$ cat config.mk
export PLATFORM = sky130hd
export DESIGN_NAME = piso_16
export DESIGN_NICKNAME = d
export VERILOG_FILES = /design/src/rtl/piso_16.sv
export SDC_FILE = /design/constraint.sdc
export NUM_CORES = 1
export LEC_CHECK = 0
export CAP_MARGIN = 5
export CORE_ASPECT_RATIO = 0.75
export CORE_UTILIZATION = 48
export CTS_BUF_LIST = sky130_fd_sc_hd__clkbuf_16
export DETAILED_ROUTE_END_ITERATION = 8
export PLACE_DENSITY_LB_ADDON = 0.25
export SYNTH_ARGS = -nofsm -noshare
export SYNTH_HDL_FRONTEND = slang
export SYNTH_SLANG_ARGS = --single-unit
$ cat constraint.sdc
create_clock -name clk_in -period 1.45 [get_ports clk_in]
set_input_delay 0.2175 -clock clk_in [delete_from_list [all_inputs] [get_ports clk_in]]
set_output_delay 0.2175 -clock clk_in [all_outputs]
set_load 0.01 [all_outputs]
$ cat src/rtl/piso_16.sv
// piso_16: parallel-in/serial-out reader for a register word.
// A word is accepted through a valid/ready load handshake in IDLE. It is then
// streamed one bit per accepted serial transfer, with a flag on the final bit.
// Ports:
//   clk_in, rst_n_in        clock, asynchronous active-low reset
//   d_in, load_valid        parallel word and its valid strobe
//   load_ready              high only in IDLE
//   ser_data, ser_valid     current serial bit and its valid flag
//   ser_ready               consumer takes ser_data this cycle
//   ser_last                current bit is the final bit of the word
//   busy                    a word is in flight
module piso_16 #(
  parameter int unsigned WIDTH     = 16,
  parameter bit          LSB_FIRST = 1'b0
) (
  input  logic             clk_in,
  input  logic             rst_n_in,
  input  logic [WIDTH-1:0] d_in,
  input  logic             load_valid,
  output logic             load_ready,
  output logic             ser_data,
  output logic             ser_valid,
  input  logic             ser_ready,
  output logic             ser_last,
  output logic             busy
);

  localparam int unsigned CW = (WIDTH > 1) ? $clog2(WIDTH) : 1;

  typedef enum logic {
    IDLE  = 1'b0,
    SHIFT = 1'b1
  } state_t;

  state_t           state, state_nxt;
  logic [WIDTH-1:0] sreg, sreg_nxt;
  logic [CW-1:0]    cnt, cnt_nxt;

  // State register
  always_ff @(posedge clk_in or negedge rst_n_in) begin
    if (!rst_n_in) begin
      state <= IDLE;
    end else begin
      state <= state_nxt;
    end
  end

  // Datapath registers: shift register and remaining-bit counter
  always_ff @(posedge clk_in or negedge rst_n_in) begin
    if (!rst_n_in) begin
      sreg <= '0;
      cnt  <= '0;
    end else begin
      sreg <= sreg_nxt;
      cnt  <= cnt_nxt;
    end
  end

  // Next-state and datapath update
  always_comb begin
    state_nxt = state;
    sreg_nxt  = sreg;
    cnt_nxt   = cnt;
    case (state)
      IDLE: begin
        if (load_valid) begin
          sreg_nxt  = d_in;
          cnt_nxt   = CW'(WIDTH - 1);
          state_nxt = SHIFT;
        end
      end
      SHIFT: begin
        if (ser_ready) begin
          // Zero fill: once the last bit leaves, the register is empty again
          sreg_nxt = LSB_FIRST ? (sreg >> 1) : (sreg << 1);
          if (cnt == '0) begin
            state_nxt = IDLE;
          end else begin
            cnt_nxt = cnt - CW'(1);
          end
        end
      end
      default: state_nxt = IDLE;
    endcase
  end

  // Outputs decoded from registered state only; no path from ser_ready/load_valid
  assign load_ready = (state == IDLE);
  assign busy       = (state == SHIFT);
  assign ser_valid  = (state == SHIFT);
  assign ser_last   = (state == SHIFT) && (cnt == '0);
  assign ser_data   = LSB_FIRST ? sreg[0] : sreg[WIDTH-1];

endmodule

### Word-level counts from Yosys, hierarchy flattened

Index checks and enable logic that the tools add are counted.

* bitwise operators: 1
* equal/unequal tests: 3
* reductions and logical operators: 4
* mux-type cells: 11
* add/sub/neg operators: 1

Operator list (number)
* $mux W16: 2
* $pmux W16 S2: 1
* $mux W4: 3
* $pmux W4 S2: 1
* $ne A2 B2 Y1 const B: 3
* $logic_not A4 Y1: 1
* $sub A4 B1 Y4 const B: 1
* $mux W1: 3
* $reduce_and A3 Y1: 1
* $pmux W1 S2: 1
* $reduce_and A2 Y1: 1
* $logic_and A1 B1 Y1: 1
* $not A1 Y1: 1

* output and inout bits: 5
* word-level logic and storage cells: 23
* input port bits: 20
* flip-flop bits (word level): 21

### Logic depth before layout (Yosys ltp)

Gate-level depths: netlist of run 1.

* depth after elaboration: 4
* depth in mapped cells: 6
* gate-level depth less buffers: 6

### Worst setup path after synthesis of run 1

Ideal clock, no wire load.

* path type: register -> register
* from: reg cnt[0]
* to: reg cnt[3]
* setup slack: 176 ps
* stages on the path, launching flop included: 4
* clock period less this slack: 1274 ps
* data arrival time: 1147 ps
* path buffers: 0
* setup time: 127 ps
* data required time: 1323 ps
* cell sequence: dfrtp_1 or4b_1 a2bb2oi_1 o31ai_1

* longest elaborated chain between the ends: 4
* elaborated cells on any way between the ends: 7
* classes of those cells: 1 x add/sub; 1 x eq/ne; 3 x mux; 2 x reduce/logical

Ends and longest elaborated chain
* start: declaration: line 37 `logic [CW-1:0] cnt, cnt_nxt;`
* start signal: assignment: line 55 `cnt <= cnt_nxt;`
* $sub A4 B1 Y4: line 79 `cnt_nxt = cnt - CW'(1);`
* $mux W4: line 76 `if (cnt == '0) begin`
* $mux W4: line 73 `if (ser_ready) begin`
* $pmux W4 S2: line 64 `case (state)`

Several ways; a longest one is shown, not always the timed one. The select of a mux whose other input is x is not followed.
A chain may end at the register's enable or synchronous reset.

### Worst setup path in the final report of run 1

Same ends and word-level chain as after synthesis.

==> flow_summary.json, run 1 <==
{
  "core_area_um2": 2010,
  "syn_to_final_growth_pct": 42.2,
  "setup_viol": 1,
  "grt_pass1_wl_um": 4080,
  "ys_ff_latch": 21,
  "startpoint_type": "flop",
  "antenna_cells": 0,
  "fp.dieW_um": 55.7,
  "antenna_found_initial": 0,
  "place_congestion": 0.905,
  "status": "finished, violations left",
  "avgSynthCellArea_um2": 10.1,
  "power.density_nw_per_um2": 1660,
  "fin_util_pct": 73.2,
  "cts_hold_buf": 0,
  "hold_class": "input port to async pin",
  "final_layout_size_suffix_gt1_share_pct": 18.7,
  "yosys_warnings": 0,
  "min_period_over_period_pct": 103,
  "ys_async_sr_fraction_pct": 100,
  "first_pass_iters": 4,
  "cts.sinks": 21,
  "drtIter0Drc": 11,
  "combPwrFrac_pct": 37.4,
  "p_sw_uw": 787,
  "syn_area_um2": 1040,
  "yosys-top-cells-count": "21 x dfrtp_1, 18 x nand2_1, 16 x mux2i_1",
  "maxCapViolations": 0,
  "violations": "setup timing",
  "via_per_inst": 5.42,
  "synth_top_area_share_pct": 50.7,
  "port_buffers": 24,
  "ios": 25,
  "nNetsFinal": 162,
  "path_max_fanout": 4,
  "cts-root-buf": "clkbuf_16",
  "drc": 0,
  "maxSlewViolCount": 0,
  "drt_wl_total_um": 2600,
  "cp.arrival_ns": 1.61,
  "synth.top_cells.by_area": "dfrtp_1 51%, mux2i_1 15%, o21ai_0 7.2%",
  "track_usage_pct": 23.6,
  "grt_max_degree": 22,
  "synth_top_area_cell": "dfrtp_1",
  "dieArea_um2": 2350,
  "hold_slack_ns": 0.311,
  "cp-startpoint": "cnt[0]",
  "synth_edf_count": 0,
  "end_kind": "flop",
  "fin_area_um2": 1480,
  "wl_per_cell_um": 16.0,
  "grt_overflow_total": 0,
  "grt_pass1_vias": 874,
  "power.share.clock_pct": 23.6,
  "placed_cell_area_um2": 1380,
  "netlist_instances": 103,
  "path_class": "flop to flop",
  "tightest_slew_ns": 0.272,
  "sequentialPowerShare_pct": 38.9,
  "cp.required_ns": 1.57,
  "clk_latency_ns": 0.25,
  "clock_path_buffers": 2,
  "finalWorstSetupSlack_ns": -0.0392,
  "ys.flop_type": "dfrtp_1",
  "max_slew_margin_pct": 81.9,
  "post-place-ws_ns": -0.114,
  "ys_types": 22,
  "swShare_pct": 32.2,
  "setup_tns_ns": -0.0392,
  "yosysMostFrequentCell": "dfrtp_1",
  "cts_made_buffers": 3,
  "die_h_um": 42.3,
  "peakVddDrop_v": 0.00139,
  "max_freq_ghz": 0.672,
  "rsz0062_at_grt": "yes",
  "dp_hpwl_um": 1800,
  "clk_pin_slew_ns": 0.06,
  "cts_tree": "done",
  "clock-skew-final_ns": 0.00462,
  "initial_core_util_pct": 51.5,
  "leakagePower_uw": 0.000758,
  "r2r_start": "cnt[0]",
  "h-tree-depth": 1,
  "ys_seq_area_share_pct": 50.7,
  "p_int_uw": 1660,
  "synth.net_count": 125,
  "drtAntennaViolNets": 0,
  "rows": 14,
  "period_minus_slack_ns": 1.49,
  "hold_violations": 0,
  "num_vias": 883
}
[critical path: stages (launching register included)]
cell and delay [ns]:
dfrtp_1 0.38, buf_4 0.15, or4b_4 0.54, a2bb2oi_1 0.19, o31ai_1 0.10
[cell type report]
class,instances,area (µm²)
clock buffer,3,75.1
clock inverter,1,5.00
fill,161,539
inverter,4,15.0
multi-input combinational,71,480
sequential,21,526
tap,24,30.0
timing repair buffer,39,344
[state kept, by name (all words and copies together) (netlist names)]
| register | flops |
|---|---|
| busy | 1 |
| cnt | 4 |
| sreg | 16 |
[power by group through the flow]
stage	clock network, µW	registers, µW	logic, µW
after floorplan	0	927	454
after global placement	0	927	794
after detailed placement	0	943	854
after CTS	587	941	851
after global routing	604	974	1010
final	578	952	915
[final timing paths]
check / to / slack, ns / cells after the start
worst max-delay path: cnt[3] / -0.04 / 4
worst min register to register: sreg[11] / 0.49 / 2
worst max register to register: cnt[3] / -0.04 / 4
max in group asynchronous: sreg[12] / 0.92 / 2
min in group clk_in: sreg[11] / 0.49 / 2
worst min-delay path: sreg[1] / 0.31 / 2
[metal layers]
layer	GRT usage, %	part of all wire [%]
met1	28.2	42
met2	42.2	53
met3	6.48	3.8
met4	6.50	1.6
met5	0	0
[kinds of logic (layout without fill, tap and decap cells)]
family / after synthesis / count (layout) / synth area share (%)
and+or+nand+nor: 27 / 27 / 11.9
AOI/OAI and AO/OA: 26 / 26 / 14.6
adders and majority gates: 2 / 2 / 2.41
DFF: 21 / 21 / 50.7
muxes: 16 / 16 / 15.4
buffers and inverters: 11 / 47 / 4.94
[metrics by stage]
| step | instances | power, µW |
|---|---|---|
| floorplan | 103 | 1380 |
| global placement | 158 | 1720 |
| detailed placement | 158 | 1800 |
| CTS | 162 | 2380 |
| global route | 163 | 2580 |
| finish | 163 | 2440 |
[repair_timing]
| action | in CTS | in global routing |
|---|---|---|
| resized for setup | 7 | 5 |
| endpoints found under the setup margin | 4 | 2 |
| setup buffers | 0 | 1 |
| pin swaps | 0 | 2 |
| cloned | 0 | 0 |
| endpoints found under the hold margin | 0 | 0 |
[layout by cell type, fill, tap and decap left out, types with 2 or more instances in the layout]
cell type	n
clkdlybuf4s50_1	20
mux2i_1	15
a2bb2oi_1	2
o21ai_0	15
a21oi_1	2
inv_1	2
nand2_1	18
o22ai_1	2
inv_2	2
clkbuf_16	3
a21boi_0	2
o31ai_1	2
buf_4	15
dlygate4sd2_1	3
dfrtp_1	21
nor2_1	3
(Power assumes the default switching activity.)
==> run 2, diff against run 1 <==
SKIP_LAST_GASP = 1   (was default)
==> run 2 against run 1 <==
Against the previous run: the flow now finishes without violations; routed wire length decreased by 3.0%; cell count unchanged; sequential power decreased by 0.9%; maximum frequency increased by 4.1%; setup slack improved by 0.058 ns; hold slack got worse by 0.0024 ns.
==> flow_summary.json, run 2 (synthesis results as in run 1) <==
{
  "startpoint_type": "flop",
  "die_h_um": 42.3,
  "dieArea_um2": 2350,
  "final_common_cell": "dfrtp_1",
  "leakagePower_uw": 0.000757,
  "max_freq_ghz": 0.699,
  "grt_pass1_vias": 879,
  "drtAntennaViolNets": 0,
  "via_per_inst": 5.36,
  "initial_core_util_pct": 51.5,
  "grt_overflow_total": 0,
  "first_pass_iters": 4,
  "final_cell_mix": "21 x dfrtp_1, 20 x clkdlybuf4s50_1, 18 x nand2_1",
  "setup_viol": 0,
  "rows": 14,
  "status": "complete, no violations",
  "min_period_over_period_pct": 98.7,
  "antenna_cells": 0,
  "cp-startpoint": "cnt[1]",
  "clock_path_buffers": 2,
  "power.total_uw": 2390,
  "cp.arrival_ns": 1.21,
  "regMostFlops": "sreg",
  "cp.required_ns": 1.23,
  "path_max_fanout": 2,
  "peakVddDrop_v": 0.00136,
  "port_buffers": 24,
  "setup_tns_ns": 0,
  "grt_max_degree": 22,
  "antenna_found_initial": 0,
  "rsz0062_at_grt": "yes",
  "placed_cell_area_um2": 1380,
  "stdcell_count": 163,
  "core_area_um2": 2010,
  "fp.dieW_um": 55.7,
  "r2r_start": "cnt[0]",
  "cts_made_buffers": 3,
  "drc": 0,
  "maxCapViolations": 0,
  "hold_class": "input port to async pin",
  "num_vias": 873,
  "num-fill-cells": 163,
  "fin_area_um2": 1460,
  "largest_reg_flops": 16,
  "path_class": "flop to output port",
  "final_layout_size_suffix_gt1_share_pct": 18.0,
  "clock-skew-final_ns": 0.00486,
  "dp_cells": 158,
  "wl_per_cell_um": 15.5,
  "post-place-ws_ns": -0.114,
  "drtIter0Drc": 18,
  "finalWorstSetupSlack_ns": 0.0193,
  "tightest_slew_ns": 0.270,
  "ios": 25,
  "cts_tree": "done",
  "grt_pass1_wl_um": 4100,
  "drt_wl_total_um": 2520,
  "syn_to_final_growth_pct": 41.0,
  "track_usage_pct": 23.7,
  "max_slew_margin_pct": 82.0,
  "clk_pin_slew_ns": 0.06,
  "clk_latency_ns": 0.25,
  "place_congestion": 0.905,
  "cts.sinks": 21,
  "maxSlewViolCount": 0,
  "dp_hpwl_um": 1800,
  "period_minus_slack_ns": 1.43,
  "nNetsFinal": 162,
  "h-tree-depth": 1,
  "end_kind": "output port",
  "cts-root-buf": "clkbuf_16",
  "cts_hold_buf": 0,
  "power.density_nw_per_um2": 1630,
  "hold_violations": 0
}
run 2: changes by cell type in the layout (fill, tap and decap cells not counted), sizes merged:
cell and change:
buf -1, clkbuf +1
run 2: timing repair:
action | 4_1_cts | 5_1_grt
buffers inserted | 0 | 1
gates cloned | 0 | 0
setup endpoints to repair | 4 | 2
pin swaps | 0 | 1
gates resized for setup | 4 | 5
run 2: cell type report:
class | count | area (µm²) | area share [%]
multi-input combinational | 71 | 468 | 32.0
timing repair buffer | 39 | 344 | 23.5
clock buffer | 3 | 75.1 | 5.13
sequential | 21 | 526 | 35.9
tap | 24 | 30.0 | 2.05
clock inverter | 1 | 5.00 | 0.342
inverter | 4 | 15.0 | 1.03
run 2: critical path, cell delays in order, from the launching register on:
cell and delay, ns:
dfrtp_1 0.37, inv_1 0.08, ha_1 0.14, nand4bb_1 0.15, inv_2 0.09, clkbuf_2 0.13
run 2: final timing paths:
kind | slack [ns] | depth (start not counted) | to
setup / recovery | 0.02 | 5 | ser_last
max in group asynchronous | 0.92 | 2 | sreg[12]
hold reg to reg | 0.48 | 2 | sreg[11]
hold / removal | 0.31 | 2 | sreg[1]
min in group clk_in | 0.48 | 2 | sreg[11]
setup reg to reg | 0.04 | 4 | cnt[3]
run 2: through the flow:
step	hold WS, ns	util, %
finish	0.309	72.6
global route	0.352	72.6
CTS	0.318	72.2
detailed placement	0.470	68.5
global placement	0.463	68.5
floorplan	-0.0781	-
run 2: report_power, final:
group | total, µW | internal, µW | leakage, µW | switching, µW
registers | 943 | 805 | 0.000272 | 137
clock network | 578 | 370 | 0.0000409 | 208
logic | 868 | 456 | 0.000444 | 412
run 2: layer usage:
metal | vias to the layer above | GRT usage [%] | wire length [µm]
met5 | - | 0 | 0
met4 | 0 | 6.50 | 31
met3 | 4 | 6.48 | 104
met2 | 20 | 42.4 | 1300
met1 | 420 | 28.2 | 1090
li1 | 429 | - | -
